**config.mk**
```make
export PLATFORM = sky130hd
export DESIGN_NAME = key_loader
export DESIGN_NICKNAME = d
export VERILOG_FILES = /design/src/rtl/key_loader_pkg.sv /design/src/rtl/key_frame_rx.sv /design/src/rtl/key_loader.sv
export SDC_FILE = /design/constraint.sdc
export NUM_CORES = 1
export LEC_CHECK = 0
export ABC_AREA = 1
export CAP_MARGIN = 20
export CORE_UTILIZATION = 48
export DETAILED_ROUTE_END_ITERATION = 10
export PLACE_DENSITY_LB_ADDON = 0.12
export SLEW_MARGIN = 20
export SYNTH_ARGS = -nofsm -noshare
export SYNTH_HDL_FRONTEND = slang
export SYNTH_SLANG_ARGS = --single-unit
export TNS_END_PERCENT = 100
```
**constraint.sdc**
```tcl
create_clock -name clk -period 1.4 [get_ports clk]
set_clock_uncertainty 0.05 [all_clocks]
set_input_delay 0.42 -clock clk [delete_from_list [all_inputs] [get_ports clk]]
set_output_delay 0.42 -clock clk [all_outputs]
set_load 0.05 [all_outputs]
```
**src/rtl/key_loader_pkg.sv**
```systemverilog
// Shared types and width helpers for the serial key loader.
package key_loader_pkg;

  typedef enum logic [1:0] {
    RECV    = 2'd0,
    CHECK   = 2'd1,
    LOADED  = 2'd2,
    LOCKOUT = 2'd3
  } state_t;

  // Bits needed to encode values 0 .. n-1 (at least one bit).
  function automatic int cnt_width(input int n);
    return (n < 2) ? 1 : $clog2(n);
  endfunction

endpackage

```
**src/rtl/key_frame_rx.sv**
```systemverilog
// Frame receiver: shift register, saturating beat counter and running parity.
module key_frame_rx
  import key_loader_pkg::*;
#(
  parameter int unsigned KEY_WIDTH = 8
) (
  input  logic                 clk,
  input  logic                 rst,
  input  logic                 clr,
  input  logic                 beat,
  input  logic                 bit_in,
  input  logic                 last,
  output logic                 frame_done,
  output logic                 len_ok,
  output logic                 par_ok,
  output logic [KEY_WIDTH-1:0] data
);

  localparam int unsigned FW = KEY_WIDTH + 1;
  localparam int unsigned BW = cnt_width(KEY_WIDTH + 3);

  logic [FW-1:0] sh;
  logic [BW-1:0] cnt;
  logic          par;

  // Beats enter at the top and shift down, so beat 0 ends at bit 0 after a full frame.
  always_ff @(posedge clk or posedge rst) begin
    if (rst) begin
      sh  <= '0;
      cnt <= '0;
      par <= 1'b0;
    end else if (clr) begin
      sh  <= '0;
      cnt <= '0;
      par <= 1'b0;
    end else if (beat) begin
      if (cnt < BW'(FW)) begin
        sh  <= {bit_in, sh[FW-1:1]};
        par <= par ^ bit_in;
      end
      if (cnt != BW'(FW + 1)) begin
        cnt <= cnt + BW'(1);
      end
    end
  end

  assign frame_done = beat & last;
  assign len_ok     = (cnt == BW'(FW));
  assign par_ok     = ~par;
  assign data       = sh[KEY_WIDTH-1:0];

endmodule

```
**src/rtl/key_loader.sv**
```systemverilog
// Key provisioning front end: validates a serial key frame and drives the locked core's key bus.
module key_loader
  import key_loader_pkg::*;
#(
  parameter int unsigned          KEY_WIDTH = 8,
  parameter logic [KEY_WIDTH-1:0] DECOY_KEY = '0,
  parameter int unsigned          MAX_FAIL  = 3
) (
  input  logic                 clk,
  input  logic                 rst,
  input  logic                 s_valid,
  output logic                 s_ready,
  input  logic                 s_data,
  input  logic                 s_last,
  output logic [KEY_WIDTH-1:0] key_out,
  output logic                 key_valid,
  output logic                 load_err,
  output logic                 locked_out
);

  localparam int unsigned FFW = cnt_width(MAX_FAIL + 1);

  state_t               state_q, state_n;
  logic [FFW-1:0]       fail_q, fail_n, fail_inc;
  logic [KEY_WIDTH-1:0] key_n;
  logic                 key_valid_n, load_err_n, locked_n;
  logic                 rx_clr, beat;
  logic                 frame_done, len_ok, par_ok;
  logic [KEY_WIDTH-1:0] rx_key;

  assign beat     = s_valid & s_ready;
  assign fail_inc = fail_q + FFW'(1);

  key_frame_rx #(
    .KEY_WIDTH (KEY_WIDTH)
  ) u_rx (
    .clk        (clk),
    .rst        (rst),
    .clr        (rx_clr),
    .beat       (beat),
    .bit_in     (s_data),
    .last       (s_last),
    .frame_done (frame_done),
    .len_ok     (len_ok),
    .par_ok     (par_ok),
    .data       (rx_key)
  );

  // State, fail counter and all outputs are registered here.
  always_ff @(posedge clk or posedge rst) begin
    if (rst) begin
      state_q    <= RECV;
      fail_q     <= '0;
      s_ready    <= 1'b1;
      key_out    <= DECOY_KEY;
      key_valid  <= 1'b0;
      load_err   <= 1'b0;
      locked_out <= 1'b0;
    end else begin
      state_q    <= state_n;
      fail_q     <= fail_n;
      s_ready    <= (state_n == RECV);
      key_out    <= key_n;
      key_valid  <= key_valid_n;
      load_err   <= load_err_n;
      locked_out <= locked_n;
    end
  end

  // Next-state logic: the frame is judged in CHECK, after its last beat has been registered.
  always_comb begin
    state_n     = state_q;
    fail_n      = fail_q;
    key_n       = key_out;
    key_valid_n = key_valid;
    load_err_n  = 1'b0;
    locked_n    = locked_out;
    rx_clr      = 1'b0;
    unique case (state_q)
      RECV: begin
        if (frame_done) begin
          state_n = CHECK;
        end
      end
      CHECK: begin
        rx_clr = 1'b1;
        if (len_ok && par_ok) begin
          state_n     = LOADED;
          key_n       = rx_key;
          key_valid_n = 1'b1;
          fail_n      = '0;
        end else begin
          load_err_n = 1'b1;
          fail_n     = fail_inc;
          if (fail_inc == FFW'(MAX_FAIL)) begin
            state_n  = LOCKOUT;
            locked_n = 1'b1;
          end else begin
            state_n = RECV;
          end
        end
      end
      LOADED: begin
        state_n = LOADED;
      end
      LOCKOUT: begin
        state_n = LOCKOUT;
      end
      default: begin
        state_n = RECV;
      end
    endcase
  end

endmodule

```
==> key figures <==
STA
  – Setup tns final: -0.228 ns
  – Fmax: 672 MHz
  – Slew at the pin closest to its max-slew limit: 0.255 ns
  – Tmin final: 1.49 ns
  – Final slew viol count: 0
  – Final worst slack: -0.0876 ns
  – Setup-failing EPs final: 7
  – Fin crit share: 106%
  – Relative slew slack: 83.0%
  – Final Hold Vio Count: 0
  – Hold WS: 0.345 ns
  – RSZ-0062 raised after global routing: yes

Finish
  – Ant diodes: 0
  – Filler cell count: 165
  – Fraction of layout cells with a size suffix above 1: 37.6%
  – Area grow syn2layout: 45.2%
  – Layout Nets: 198

Synth
  – Post-synth design cell area: 1360 µm²
  – Unique cell type count in the Yosys netlist: 23
  – Register bit total from synthesis: 30
  – Commonest cells in the netlist: nand2_1, dfrtp_1, nand3_1
  – Synth Instances: 148
  – Mean Syn Cell Area: 9.21 µm²
  – EDFF count, synth: 0
  – Top cells by area, synth: dfrtp_1, nand2_1, nand3_1
  – Post-synth top area share: 53.3%
  – Async SR Flop Fraction: 100%
  – Yosys warns: 0
  – Register area share after synthesis: 55.2%
  – Main synth FF type: dfrtp_1
  – Top-count cell post-synth: nand2_1
  – Net Count, Synth: 158
  – Post-synth top area cell: dfrtp_1

CTS
  – Cts bufs inserted: 5
  – CTS Root Cell: clkbuf_4
  – CTS tree: done
  – Reg clk slew, reported paths: 0.09 ns
  – H-tree Lvls: 2
  – Clock Latency Late Sink: 0.32 ns
  – CTS sink cnt: 30
  – Cts hold-fix bufs: 0
  – Clk buf depth: 2

Drt
  – Post-Route WL: 2.96 mm
  – Wirelength per Cell: 13.5 µm
  – Drt pass-1 iters: 4
  – Vias per cell: 5.12
  – Remaining antenna violation count: 0
  – DRC errors left: 0
  – Starting DRT DRC Count: 30
  – Routed vias: 1,121

Place
  – Dpl hpwl: 1.73 mm
  – Port bufs: 16
  – Placer Congestion: 0.743
  – Dpl ws: -0.210 ns

Run status
  – Status: finished, violations left
  – Failing checks: negative setup slack

Floorplan
  – Initial Utilization: 52.6%
  – Full die area: 3060 µm²
  – Die X: 55.3 µm
  – # IOs: 17
  – FP Rows: 18
  – Area of the core: 2590 µm²
  – Chip height: 55.3 µm

Critical path
  – Cell Chain, Critical Path: buf_12
  – Crit path largest cell delay: 0.56 ns
  – Setup Crit Path Kind: reg2out
  – Critical Path Slowest Stage Cell: dfstp_2
  – WP buf/inv: 1
  – Worst R2R Start: u_rx.cnt[1]$_DFFE_PP0P_
  – Worst-path maximum fanout: 2
  – Critical Path Sink Type: primary output
  – Delay-heaviest family, CP: flip-flops
  – R2R setup slack: -0.03 ns
  – Critical Path Start: s_ready$_DFF_PP1_
  – Startpoint Class: flip-flop
  – Critical Path AT: 1.02 ns
  – Worst Path Required: 0.93 ns

GRT
  – Number of global-route vias before repair: 1,023
  – Total track usage: 18.6%
  – Total grt overflow: 0
  – Largest net degree at the start of global routing: 23
  – First-pass GRT wire length: 4.44 mm
  – Antenna violations before repair: 0

Power and ir drop
  – Power Total: 0.00385 W
  – Maximum vdd drop: 1.70 mV
  – Leakage: 1.01 nW
  – Power per standard cell area: 1950 nW/µm²

Hold path
  – Min-Delay Path Class: in2async

Run
  – # Max-Cap Violations: 0
## path summary, 6_finish.rpt
| kind | end | cells past startpoint |
|---|---|---|
| max | s_ready | 1 |
| max in group asynchronous | key_out[2]$_DFFE_PP0P_ | 3 |
| min in group clk | key_out[5]$_DFFE_PP0P_ | 2 |
| min reg2reg | key_out[5]$_DFFE_PP0P_ | 2 |
| max reg2reg | key_out[5]$_DFFE_PP0P_ | 9 |
| min | state_q[0]$_DFF_PP0_ | 3 |
## what timing repair did
item                                    CTS  global route
pin swaps                                 3             6
cloned                                    2             0
buffers inserted                          1            10
hold endpoints to repair                  0             0
gates resized for setup                   9            23
endpoints found under the setup margin   10            32
## metal layers
layer | GRT usage [%] | share of wire [%] | vias to the layer above
li1 | - | - | 549
met4 | 5.36 | 1.3 | 0
met1 | 23.5 | 41 | 547
met5 | 0 | 0 | -
met2 | 30.3 | 53 | 21
met3 | 6.56 | 4.1 | 4
## cells in the final DEF, fill, tap and decap left out, drive strengths merged
| cell type | instances |
|---|---|
| nand4 | 1 |
| ha | 5 |
| dfstp | 1 |
| nor2 | 8 |
| bufinv | 1 |
| nand3 | 16 |
| o21ai | 15 |
| buf | 30 |
| inv | 16 |
| clkbuf | 7 |
| a21oi | 1 |
| clkdlybuf4s50 | 4 |
| nand2 | 51 |
| or2 | 1 |
| dfrtp | 29 |
| xor2 | 2 |
| clkinv | 1 |
## registers in the layout, summed over array words and instances, names as in the netlist
signal and count:
key_out 8, load_err 1, u_rx.par 1, u_rx.cnt 4, key_valid 1, u_rx.sh 9, s_ready 1, fail_q 2
state_q 2, locked_out 1
## report_power, final
part | total, W | leakage, nW | internal [W] | switching [W]
clock network | 0.000667 | 0.0395 | 0.000379 | 0.000289
registers | 0.00143 | 0.393 | 0.00115 | 0.000274
logic | 0.00176 | 0.578 | 0.000756 | 0.00100
## stage by stage
stage	instances	cell area [µm²]	util (%)
3_5_place_dp	198	1710	65.8
3_3_place_gp	198	1710	65.8
4_1_cts	209	1850	71.3
5_1_grt	219	1980	76.4
2_1_floorplan	148	1360	-
6_report	219	1980	76.4
## cells by family after synthesis
group / after synthesis / synth area share, %
DFF: 30 / 55.2
adders and majority gates: 5 / 4.59
buffers and inverters: 19 / 6.80
xor gates and xnor gates: 2 / 1.29
AOI/OAI and AO/OA: 16 / 6.15
and+or+nand+nor: 76 / 26.0
## layout make-up
class / instances / area, µm² / area share [%]
timing repair inverter: 1 / 6.26 / 0.316
clock inverter: 1 / 30.0 / 1.52
clock buffer: 7 / 45.0 / 2.28
tap: 30 / 37.5 / 1.90
sequential: 30 / 754 / 38.1
multi-input combinational: 100 / 612 / 30.9
timing repair buffer: 34 / 428 / 21.6
inverter: 16 / 65.1 / 3.29
Note: power is estimated with default switching activity, not from simulation.
